`src/rtl/fifo_wconv_pkg.sv`:
```
// Shared types and helpers for the bit-granular width-converting FIFO.
package fifo_wconv_pkg;

    typedef struct packed {
        logic empty;
        logic half_full;
        logic full;
        logic overflow;
        logic underflow;
    } fifo_status_t;

    // Storage depth is a power of two, so wrapping is a mask.
    function automatic int unsigned ptr_wrap(input int unsigned idx, input int unsigned depth);
        return idx & (depth - 32'd1);
    endfunction

endpackage

```
`src/rtl/fifo_wconv_bitmem.sv`:
```
// DEPTH-bit storage with a WR_W-bit scatter write port and an RD_W-bit gather read port.
module fifo_wconv_bitmem
    import fifo_wconv_pkg::*;
#(
    parameter int WR_W  = 8,
    parameter int RD_W  = 3,
    parameter int DEPTH = 128,
    localparam int PTR_W = $clog2(DEPTH)
) (
    input  logic             clk,
    input  logic             rst_n,
    input  logic             we,
    input  logic [PTR_W-1:0] wr_ptr,
    input  logic [WR_W-1:0]  data_w,
    input  logic [PTR_W-1:0] rd_ptr,
    output logic [RD_W-1:0]  rd_data
);

    logic [DEPTH-1:0] mem_r;

    // Scatter write: each incoming bit lands at its own wrapped index.
    always_ff @(posedge clk or negedge rst_n) begin
        if (!rst_n) begin
            mem_r <= '0;
        end else if (we) begin
            for (int i = 0; i < WR_W; i++) begin
                mem_r[PTR_W'(ptr_wrap(32'(wr_ptr) + 32'(i), 32'(DEPTH)))] <= data_w[i];
            end
        end else begin
            mem_r <= mem_r;
        end
    end

    // Gather read of the RD_W oldest bits starting at rd_ptr.
    always_comb begin
        rd_data = '0;
        for (int i = 0; i < RD_W; i++) begin
            rd_data[i] = mem_r[PTR_W'(ptr_wrap(32'(rd_ptr) + 32'(i), 32'(DEPTH)))];
        end
    end

endmodule

```
`src/rtl/fifo_wconv.sv`:
```
// Width-converting FIFO: WR_W-bit words in, RD_W-bit words out, bit 0 first.
module fifo_wconv
    import fifo_wconv_pkg::*;
#(
    parameter int WR_W  = 8,
    parameter int RD_W  = 3,
    parameter int DEPTH = 128,
    localparam int LVL_W = $clog2(DEPTH + 1),
    localparam int PTR_W = $clog2(DEPTH)
) (
    input  logic             clk,
    input  logic             rst_n,
    input  logic             clr,
    input  logic             w_en,
    input  logic [WR_W-1:0]  data_w,
    input  logic             r_en,
    output logic [RD_W-1:0]  data_r,
    output logic             rd_valid,
    output logic [LVL_W-1:0] level,
    output logic             empty,
    output logic             half_full,
    output logic             full,
    output logic             overflow,
    output logic             underflow
);

    logic [PTR_W-1:0] wr_ptr_r, rd_ptr_r;
    logic [LVL_W-1:0] level_r, level_nxt_s;
    logic             overflow_r, underflow_r;
    logic             wr_ok_s, rd_ok_s, we_s;
    logic [RD_W-1:0]  rd_word_s;
    fifo_status_t     status_s;

    fifo_wconv_bitmem #(.WR_W(WR_W), .RD_W(RD_W), .DEPTH(DEPTH)) u_bitmem (
        .clk     (clk),
        .rst_n   (rst_n),
        .we      (we_s),
        .wr_ptr  (wr_ptr_r),
        .data_w  (data_w),
        .rd_ptr  (rd_ptr_r),
        .rd_data (rd_word_s)
    );

    // Status flags decoded from the stored level; sticky errors come from registers.
    always_comb begin
        status_s.empty     = (level_r < LVL_W'(RD_W));
        status_s.half_full = (level_r >= LVL_W'(DEPTH / 2));
        status_s.full      = (level_r > LVL_W'(DEPTH - WR_W));
        status_s.overflow  = overflow_r;
        status_s.underflow = underflow_r;
    end

    // Accept decisions and next level; no same-cycle bypass from write to read.
    always_comb begin
        wr_ok_s     = w_en & ~status_s.full;
        rd_ok_s     = r_en & ~status_s.empty;
        we_s        = wr_ok_s & ~clr;
        level_nxt_s = level_r;
        if (wr_ok_s && rd_ok_s) begin
            level_nxt_s = level_r + LVL_W'(WR_W) - LVL_W'(RD_W);
        end else if (wr_ok_s) begin
            level_nxt_s = level_r + LVL_W'(WR_W);
        end else if (rd_ok_s) begin
            level_nxt_s = level_r - LVL_W'(RD_W);
        end else begin
            level_nxt_s = level_r;
        end
    end

    // Pointer, level, read-port and sticky-flag registers; flush keeps data_r.
    always_ff @(posedge clk or negedge rst_n) begin
        if (!rst_n) begin
            wr_ptr_r    <= '0;
            rd_ptr_r    <= '0;
            level_r     <= '0;
            data_r      <= '0;
            rd_valid    <= 1'b0;
            overflow_r  <= 1'b0;
            underflow_r <= 1'b0;
        end else if (clr) begin
            wr_ptr_r    <= '0;
            rd_ptr_r    <= '0;
            level_r     <= '0;
            rd_valid    <= 1'b0;
            overflow_r  <= 1'b0;
            underflow_r <= 1'b0;
        end else begin
            level_r  <= level_nxt_s;
            rd_valid <= rd_ok_s;
            if (wr_ok_s) begin
                wr_ptr_r <= wr_ptr_r + PTR_W'(WR_W);
            end
            if (rd_ok_s) begin
                rd_ptr_r <= rd_ptr_r + PTR_W'(RD_W);
                data_r   <= rd_word_s;
            end
            // Setting the flag takes priority over clearing it in the same cycle.
            if (w_en && status_s.full) begin
                overflow_r <= 1'b1;
            end else if (rd_ok_s) begin
                overflow_r <= 1'b0;
            end
            if (r_en && status_s.empty) begin
                underflow_r <= 1'b1;
            end else if (wr_ok_s) begin
                underflow_r <= 1'b0;
            end
        end
    end

    assign level     = level_r;
    assign empty     = status_s.empty;
    assign half_full = status_s.half_full;
    assign full      = status_s.full;
    assign overflow  = status_s.overflow;
    assign underflow = status_s.underflow;

endmodule

```
`config.mk`:
```
export PLATFORM = sky130hd
export DESIGN_NAME = fifo_wconv
export DESIGN_NICKNAME = d
export VERILOG_FILES = /design/src/rtl/fifo_wconv_pkg.sv /design/src/rtl/fifo_wconv_bitmem.sv /design/src/rtl/fifo_wconv.sv
export SDC_FILE = /design/constraint.sdc
export NUM_CORES = 1
export LEC_CHECK = 0
export ABC_CLOCK_PERIOD_IN_PS = 3900
export BUFFER_PORTS_ARGS = -buffer_cell sky130_fd_sc_hd__buf_2
export CORE_AREA = 2 2 161 163
export DETAILED_ROUTE_END_ITERATION = 8
export DIE_AREA = 0 0 163 165
export HOLD_SLACK_MARGIN = 0.05
export PLACE_DENSITY = 0.53
export SLEW_MARGIN = 20
export SYNTH_ARGS = -nofsm -noshare
export SYNTH_HDL_FRONTEND = slang
export SYNTH_SLANG_ARGS = --single-unit
```
`constraint.sdc`:
```
create_clock -name clk -period 3.9 [get_ports clk]
set_input_delay 0.585 -clock clk [delete_from_list [all_inputs] [get_ports clk]]
set_output_delay 0.585 -clock clk [all_outputs]
set_load 0.05 [all_outputs]
```
==> metrics.csv <==
stage;metric;value;unit
floorplan;die_w;163;microns
synth;seq_area_frac_synth;38.4;%
synth;synth_fp_nets;771;
placed_design;gp_congestion;0.890;
sta;tns;0;ps
synth;ys.flop_type;dfrtp_1;
placed_design;portBuffers;29;
drt;vias;6906;
critical_path;critical_path_required;4200;ps
cells_and_area;mostFrequentLayoutCells;dfrtp_1 (152), mux2_2 (130), mux4_2 (82), mux2i_1 (34), nor2_1 (29);
sta;hold-worst-slack;200;ps
drt;drt_iter0_markers;578;
drt;route.detailed.drc;0;
cts;cts_tree;yes;
hold_path;hold_path.class;primary input to asynchronous set/reset pin;
synth;syn_inst;746;
pwr;ir_worst_vdd;479;uV
sta;rsz0062_at_grt;false;
critical_path;crit_cells;7;
floorplan;die_h;165;microns
cts;post_cts_buffers;0;
outcome;status;completed;
cells_and_area;final_common_cell;dfrtp_1;
drt;drt-total-wl;27900;microns
global_route;gr-total-overflow;0;
critical_path;ff2ff_setup_slack;610;ps
critical_path;cp_slowest_stage_delay;590;ps
drt;wl_per_cell;25.4;microns
drt;met1_length;13000;microns
cts;holdBufCountCts;0;
floorplan;initial_core_util;39.8;%
cts;cts_max_path_buffers;2;
drt;wl_met3;1250;microns
drt;antenna_left;0;
global_route;grt_pass1_wl;43900;microns
sta;max_freq;0.304;GHz
cts;htreeDepth;4;
critical_path;r2r-end;u_bitmem.mem_r[96];
sta;timing.final.crit_period;3290;ps
global_route;grt_antenna_before_repair;0;
sta;max_slew_margin;41.2;%
sta;final-max-slew-violation-count;0;
pwr;powerDensity;661;nW/um^2
critical_path;worst_setup_path_start_kind;flip-flop;
global_route;track_usage;21.8;%
floorplan;rows;58;
cts;root_buffer;clkbuf_16;
placed_design;hpwl;19100;microns
critical_path;r2r-start;level[4];
sta;hold_viol;0;
critical_path;crit_family;simple AND/OR/NAND/NOR gates;
synth;syn-mean-instance-area;13.4;sq um
cts;cts_made_buffers;17;
synth;synth_edf_count;0;
critical_path;crit_fanout;14;
cells_and_area;antenna_cells;0;
critical_path;worstSetupPathType;flip-flop to flip-flop;
synth;ys_ff_latch;153;
cells_and_area;drive_above_1_share;41.4;%
floorplan;fp.dieArea;26900;sq um
sta;setup_violations;0;
critical_path;cp_slowest_cell;dfrtp_1;
sta;finalWorstSetupSlack;611;ps
drt;top_layer_used;met4;
cts;cts.clk_slew.worst_paths;60;ps
floorplan;core;25000;sq um
critical_path;worstPathArrival;3590;ps
floorplan;io_pins;30;
job;drv_cap;0;
critical_path;path_buf_inv;0;
synth;synthArstFlopShare;100;%
pwr;totalPowerFinal;7.26;mW
cells_and_area;fin_util;43.9;%
cells_and_area;nets;781;
sta;skew;6.29;ps
cells_and_area;areaGrowthSynthToFinish;10.2;%
critical_path;ff2ff_path_depth;7;
synth;synthDistinctLibCells;61;
cts;clock_latency;420;ps
drt;met2_length;13200;microns
global_route;grt_max_degree;105;
sta;worst_pin_slew;860;ps
sta;post-route-period-util;84.3;%
cts;ctsResizeCount;0;
global_route;grt_pass1_vias;6962;
pwr;leakagePower;4.68;nW
critical_path;path_cells;ha_1 > nor4b_2 > o211ai_1 > nor2_1 > nand2_1 > nor2_2 > mux2_2;
drt;viasPerCell;6.29;
drt;first_pass_iters;5;
cts;cts_sinks;153;
placed_design;place_ws;715;ps
critical_path;end_kind;flip-flop;
synth;yosys_warnings;0;
synth;netlist_area;9970;sq um
[synth_stat cells (4+ instances only)]
library cell	number	share of area [%]
xor2_1	6	0.53
buf_4	7	0.53
nor2_1	29	1.1
nand2b_1	7	0.44
nor3_1	14	0.70
dfrtp_1	153	38
o211ai_1	4	0.30
xnor2_1	20	1.8
nand4_1	4	0.25
o21ai_0	7	0.35
nor3_4	4	0.65
nand2_1	22	0.83
inv_1	12	0.45
buf_1	5	0.19
ha_1	12	1.5
mux2i_1	34	3.4
and3_1	4	0.25
or3_1	7	0.44
o21a_1	4	0.30
buf_2	17	0.85
mux2_2	130	15
mux4_2	82	19
mux4_1	13	3.4
nor2_2	12	0.75
a32oi_1	5	0.44
a31oi_1	5	0.31
nand3_1	10	0.50
clkbuf_1	25	0.94
a21oi_1	22	1.1
o22ai_1	6	0.38
a211oi_1	4	0.30
o221ai_1	5	0.44
a22oi_1	6	0.45
or4_1	5	0.38
[cells by family after synthesis]
family          share of synthesized area [%]
buf+inv                                  3.59
compound gates                           6.36
fa+ha+maj                                1.51
flops                                    38.4
xor+xnor                                 2.28
simple gates                             7.82
mux                                      40.0
[per-layer routing]
metal,global-route usage [%],up-vias
li1,-,2938
met1,31.8,3698
met2,34.7,234
met3,3.04,36
met4,4.99,0
met5,0,-
[stage by stage]
stage | cells | instance area (sq um)
finish | 1098 | 11000
global placement | 1067 | 10400
detailed placement | 1067 | 10400
floorplan | 746 | 9970
global route | 1098 | 11000
CTS | 1098 | 11000
[power breakdown]
| group | leakage [nW] | internal (mW) | switching (mW) |
|---|---|---|---|
| clock network | 0.276 | 1.00 | 0.664 |
| registers | 2.07 | 1.85 | 0.328 |
| logic | 2.33 | 1.50 | 1.91 |
[worst max-delay path by stage]
stage	slack (ps)	to	startpoint
3_3_place_gp	800	data_r[2]	rd_ptr_r[2]
3_5_place_dp	710	u_bitmem.mem_r[96]	level[4]
4_1_cts	680	u_bitmem.mem_r[96]	level[4]
2_1_floorplan	440	data_r[1]	rd_ptr_r[0]
5_1_grt	430	u_bitmem.mem_r[97]	level[4]
6_report	610	u_bitmem.mem_r[96]	level[4]
[registers in the layout (all words and copies together) (netlist names)]
register	cells
rd_ptr_r	7
underflow	1
rd_valid	1
wr_ptr_r	4
level	8
overflow	1
data_r	3
u_bitmem.mem_r	128
[final cells by class]
type	instances	area (sq um)
Clock buffer	20	437
Fill cell	2304	14100
Multi-Input combinational cell	523	5790
Timing Repair Buffer	49	314
Inverter	12	45.0
Sequential cell	153	3830
Tap cell	330	413
Clock inverter	11	149
(Power assumes the default switching activity.)
